`src/rtl/pcg_wait_ctl.sv`:
```
// PCG access wait controller.
// Stalls a CPU that touches the same PCG plane twice within one raster
// phase, releasing it on a raster phase change, on entry to blanking or
// when the CPU drops its request.
// Optional build macro PCG_WAIT_TIMEOUT_EN adds a stall timeout that
// forces a release after TOV cycles and raises a sticky O_TIMEOUT flag.
//
// state   | meaning
// --------+---------------------------------------------------------
// S_BLANK | non-display period, bitmap held clear, no stalls
// S_OPEN  | display, first access to each plane per phase accepted
// S_WAIT  | CPU stalled on a repeat access until phase change/release
module pcg_wait_ctl #(
  parameter int NPLANE   = 3,
  parameter int PSEL_LSB = 8,
  parameter int TOW      = 8,
  parameter int TOV      = 200
) (
  input  logic              I_CCLK,
  input  logic              I_RESET_n,
  input  logic              I_CG_CS,
  input  logic [15:0]       I_A,
  input  logic              I_VDISP,
  input  logic              I_QD,
  input  logic              I_RA0,
  output logic              O_CG_WAIT_n,
  output logic [NPLANE-1:0] O_PLANE_DONE,
  output logic              O_TIMEOUT
);

  typedef enum logic [1:0] {
    S_BLANK = 2'd0,
    S_OPEN  = 2'd1,
    S_WAIT  = 2'd2
  } state_t;

  localparam logic [TOW-1:0] TO_LAST = TOW'(TOV - 1);

  state_t            state;
  logic [NPLANE-1:0] done;
  logic              ra0_dly;
  logic              ra0_prev;
  logic              phase_chg;
  logic [1:0]        psel;
  logic [NPLANE-1:0] sel;
  logic              valid;
  logic              req_ok;
  logic              done_hit;
  logic              enter_wait;
  logic              to_hit;
  logic              to_flag;
  logic              unused_bits;

  assign psel      = I_A[PSEL_LSB+1:PSEL_LSB];
  assign phase_chg = ra0_dly ^ ra0_prev;

  // Address bits outside the plane-select field are not decoded here.
  assign unused_bits = ^{I_A, TO_LAST};

  // One-hot plane decode; selects beyond NPLANE leave sel empty (invalid).
  always_comb begin
    sel = '0;
    for (int i = 0; i < NPLANE; i++) begin
      if (psel == 2'(i)) sel[i] = 1'b1;
    end
  end

  assign valid      = |sel;
  assign req_ok     = I_CG_CS & valid;
  assign done_hit   = |(done & sel);
  assign enter_wait = (state == S_OPEN) & ~I_VDISP & ~phase_chg & req_ok & done_hit;

  // Raster phase tracking: RA0 sampled on the character clock, then delayed once.
  always_ff @(posedge I_CCLK) begin
    if (!I_RESET_n) begin
      ra0_dly  <= 1'b1;
      ra0_prev <= 1'b1;
    end else begin
      if (I_QD) ra0_dly <= I_RA0;
      ra0_prev <= ra0_dly;
    end
  end

`ifdef PCG_WAIT_TIMEOUT_EN
  logic [TOW-1:0] to_cnt;

  // Timeout fires on the last allowed stall cycle only if nothing else releases.
  assign to_hit = (state == S_WAIT) & (to_cnt == TO_LAST) & ~phase_chg &
                  I_CG_CS & ~I_VDISP;

  // Stall length counter and sticky timeout flag.
  always_ff @(posedge I_CCLK) begin
    if (!I_RESET_n) begin
      to_cnt  <= '0;
      to_flag <= 1'b0;
    end else begin
      if (enter_wait)            to_cnt <= '0;
      else if (state == S_WAIT)  to_cnt <= to_cnt + 1'b1;
      if (to_hit)                to_flag <= 1'b1;
    end
  end
`else
  assign to_hit  = 1'b0;
  assign to_flag = 1'b0;
`endif

  // Plane bitmap and stall state machine.
  always_ff @(posedge I_CCLK) begin
    if (!I_RESET_n) begin
      state <= S_BLANK;
      done  <= '0;
    end else if (I_VDISP) begin
      state <= S_BLANK;
      done  <= '0;
    end else begin
      case (state)
        S_BLANK: state <= S_OPEN;
        S_OPEN: begin
          if (phase_chg) begin
            done <= req_ok ? sel : '0;
          end else if (req_ok) begin
            if (!done_hit) done  <= done | sel;
            else           state <= S_WAIT;
          end
        end
        S_WAIT: begin
          if (phase_chg) begin
            state <= S_OPEN;
            done  <= req_ok ? sel : '0;
          end else if (!I_CG_CS || to_hit) begin
            state <= S_OPEN;
          end
        end
        default: begin
          state <= S_BLANK;
          done  <= '0;
        end
      endcase
    end
  end

  // Wait is combinational so the repeat access is stalled in its own cycle.
  assign O_CG_WAIT_n = ~(I_RESET_n & ~I_VDISP & I_CG_CS & ~phase_chg &
                        (((state == S_OPEN) & done_hit) |
                         ((state == S_WAIT) & ~to_hit)));

  assign O_PLANE_DONE = done;
  assign O_TIMEOUT    = to_flag;

endmodule

```
`config.mk`:
```
export PLATFORM = sky130hd
export DESIGN_NAME = pcg_wait_ctl
export DESIGN_NICKNAME = d
export VERILOG_FILES = /design/src/rtl/pcg_wait_ctl.sv
export SDC_FILE = /design/constraint.sdc
export NUM_CORES = 1
export LEC_CHECK = 0
export ABC_AREA = 1
export CORE_UTILIZATION = 34
export DETAILED_ROUTE_END_ITERATION = 10
export PLACE_DENSITY = 0.85
export REMOVE_ABC_BUFFERS = 1
export SETUP_SLACK_MARGIN = 0.02
export SLEW_MARGIN = 20
export SYNTH_ARGS = -nofsm -noshare
export SYNTH_HDL_FRONTEND = slang
export SYNTH_SLANG_ARGS = --single-unit
```
`constraint.sdc`:
```
create_clock -name I_CCLK -period 1.4 [get_ports I_CCLK]
set_clock_uncertainty 0.1 [all_clocks]
set_input_delay 0.35 -clock I_CCLK [delete_from_list [all_inputs] [get_ports I_CCLK]]
set_output_delay 0.35 -clock I_CCLK [all_outputs]
set_load 0.01 [all_outputs]
```
==> key figures <==
Synthesis
  – Leading cell types by count after synthesis: nand2_1, inv_1, nor2_1, dfxtp_1
  – Biggest area consumer among synthesized cells: dfxtp_1
  – Count leader, synth: nand2_1
  – Largest cells by area after synthesis: dfxtp_1, nand2_1, inv_1
  – Synth cell types: 21
  – Area share of xor/xnor cells in the synthesized design: 3.41%
  – Synthesized instance count: 82
  – Proportion of synthesized area in mux cells: 0%
  – Combinational family with the most area after synthesis: simple AND/OR/NAND/NOR gates
  – Flip-flop and latch count after synthesis: 7
  – Adder-cell share of the synthesized area: 7.30%
  – Count of flip-flops with a built-in enable after synthesis: 0
  – Part of the Yosys area used for sequential elements: 27.3%
  – Prevailing post-synth register cell: dfxtp_1
  – Yosys top cell area share: 27.3%
  – Syn Std Cell Area: 514 sq um
  – Simple-gate share of the synthesized area: 36.5%
  – Async SR Flop Fraction: 0%
  – Avg Inst Size Synth: 6.27 sq um
  – Area fraction in compound gates after synthesis: about an eighth
  – Warning count from the yosys run: 0

Die
  – Number of top-level design ports: 27
  – Std-Cell Rows: 13
  – Core Footprint: approximately 0.0014 sq mm
  – Y dimension of the die: about 41 um
  – Starting density of the core: between 30% and 40%
  – Die span in x: 40.9 um
  – Area of the die: 0.00167 sq mm

Timing
  – Shortest period the worst path allows: between 1.5 and 2 ns
  – Period utilization: 111%
  – Number of max-slew violations in the final report: 0
  – Setup tns final: -0.329 ns
  – Setup repair after global routing missed its margin: yes
  – Final number of setup-violating endpoints: 4
  – Achievable Freq: between 0.6 and 0.7 GHz
  – Final Hold Violating Endpoints: 0
  – Post-layout worst setup margin: -0.151 ns

Critical path
  – Maximum cell stage delay along the critical path: about 0.38 ns
  – Data arrival, critical path: 1.10 ns
  – Instance count on the critical path: 6
  – Worst EP required: 0.95 ns
  – Number of buffer and inverter instances along the worst setup path: 3
  – Cells along the critical path: inv_4 -> ha_4 -> inv_2 -> nand2_1 -> nand4_1 -> buf_2
  – Crit path kind: reg2out
  – Endpoint type of the worst setup path: primary output
  – Worst Reg2Reg Path Length in Cells: 11
  – Critical register-to-register path endpoint: O_PLANE_DONE[1]
  – Reg2reg setup slack: -0.07 ns
  – Crit start category: flip-flop
  – Startpoint of the most critical register-to-register path: state[1]
  – Critical path's slowest cell: dfxtp_4
  – Maximum fanout along the worst path: 3
  – Kind of cell adding the most delay to the critical path: flip-flops

Clock tree
  – Maximum clock insertion buffer count: 2
  – Hold-fix buffers at CTS: 0
  – Root Driver: clkbuf_4
  – H-tree level count: 1
  – Clk_lat worst skew: 0.25 ns
  – Inserted Clock Buffers: 3
  – Clock Sinks: 7
  – Clock-pin slew on the worst setup and hold paths: 0.05 ns
  – TritonCTS clock tree: done

Route
  – First-iteration detailed-routing DRC count: 12
  – Count of unresolved DRC violations after routing: 0
  – First-pass detailed-route iteration total: 4
  – Ratio of routed vias to standard cells: 4.67
  – Detail Route met2 WL: 722 um
  – Length of routed wiring on met1: 587 um
  – Top Metal Used: met4
  – Total number of vias: 612
  – Total length of routed wires: 1370 um
  – Antenna viol nets, final: 0
  – Post-detailed-route wirelength per cell: approximately 10 um
  – Amount of wire on met3 after detailed routing: 51 um

Power
  – Leakage Power: 0.446 nW
  – Worst-case vdd ir drop: 0.451 mV
  – Power per standard cell area: 715 mW/mm^2
  – Final Power: 0.634 mW

Finish
  – Area growth, synth to finish: 72.5%
  – Fin cells: 131
  – Share of layout cells above drive strength 1: 51.7%
  – Antenna Diode Count: 0
  – Filler instances: around 120
  – Final #Nets: 142
  – Core occupancy in the finished layout: 65.7%

Global routing
  – Pin count of the biggest net entering global routing: 8
  – Antenna violations before repair: 0
  – Via count of the first global-routing pass: 530
  – Global-route usage over all layers: about a fifth
  – First-pass GRT wire length: 2030 um
  – Leftover overflow at the end of global routing: 0

Hold path
  – Endpoint of the worst hold path: ra0_prev
  – Beginning of the worst hold path: I_RESET_n
  – Worst hold path class: in2reg
  – Hold Crit Depth: 2

Place
  – Dpl cells: 124
  – DPL Wire Length: 1020 um
  – Final estimated routing congestion in global placement: 0.808
  – I/O Buffers: 11
  – Placement-stage worst setup slack: -0.926 ns

Run
  – Number of maximum-capacitance violations: 0

Outcome
  – Violations in the final reports: setup timing
  – Status: finished with violations
registers in the layout, indices dropped and copies added, names as in the netlist:
| signal | flops |
|---|---|
| O_PLANE_DONE | 3 |
| ra0_dly | 1 |
| ra0_prev | 1 |
| state | 2 |
through the flow:
stage | hold WS (ns) | instance area (sq um)
5_1_grt | 0.317 | 887
3_3_place_gp | 0.391 | 766
6_report | 0.317 | 887
3_5_place_dp | 0.405 | 766
2_1_floorplan | 0.319 | 502
4_1_cts | 0.305 | 853
cells in the final DEF (no fill, tap or decap), types with 2 or more instances in the layout:
master	n
inv_2	4
ha_4	3
buf_4	18
clkbuf_4	3
inv_1	7
nand2_2	8
buf_2	6
dlygate4sd2_1	2
dfxtp_1	2
a21oi_2	2
buf_6	3
nand3_1	3
nor2_1	10
dfxtp_4	2
dfxtp_2	3
o21ai_0	4
a21oi_1	4
nand2_1	14
inv_4	2
clkdlybuf4s50_1	2
area by class of cell:
type                       instances  area (sq um)  share of cell area (%)
multi-input combinational         60           387                    43.6
timing repair buffer              32           249                    28.1
sequential                         7           151                    17.1
inverter                          13          53.8                    6.06
clock buffer                       3          22.5                    2.54
tap                               15          18.8                    2.12
clock inverter                     1          5.00                   0.564
worst register-to-register path, delay by kind of cell, from the launching register on:
kind                     cells  cell delay (ns)
AND/OR/NAND/NOR              6             0.41
flip-flops                   1             0.37
buffers and inverters        3             0.22
adder cells (fa/ha/maj)      1             0.15
AO/OA/AOI/OAI                1             0.13
timing repair:
action | CTS | global route
resized for setup | 49 | 14
pin swaps | 8 | 10
buffers inserted | 3 | 0
setup endpoints to repair | 9 | 7
cells by family after synthesis:
kind of cell	after synthesis
XOR/XNOR	2
other	1
adder cells (fa/ha/maj)	3
flip-flops	7
AO/OA/AOI/OAI	12
AND/OR/NAND/NOR	42
buffers and inverters	15
metal layers:
layer,vias to the layer above,track usage (%)
li1,319,-
met1,276,22.2
met2,15,32.0
met3,2,4.89
met4,0,10.0
met5,-,0
how the worst max path moves through the flow:
stage                       end  slack [ns]     start
global placement    O_CG_WAIT_n       -0.90    I_A[8]
CTS                 O_CG_WAIT_n       -0.17  state[1]
floorplan           O_CG_WAIT_n        0.04  state[1]
global route        O_CG_WAIT_n       -0.23  state[1]
finish              O_CG_WAIT_n       -0.15  state[0]
detailed placement  O_CG_WAIT_n       -0.93    I_A[8]
power breakdown:
group          switching [mW]  total, mW  internal (mW)
combinational           0.117      0.236          0.118
clock                  0.0726      0.177          0.104
sequential             0.0124      0.221          0.209
Power figures use the tool's default switching activity.
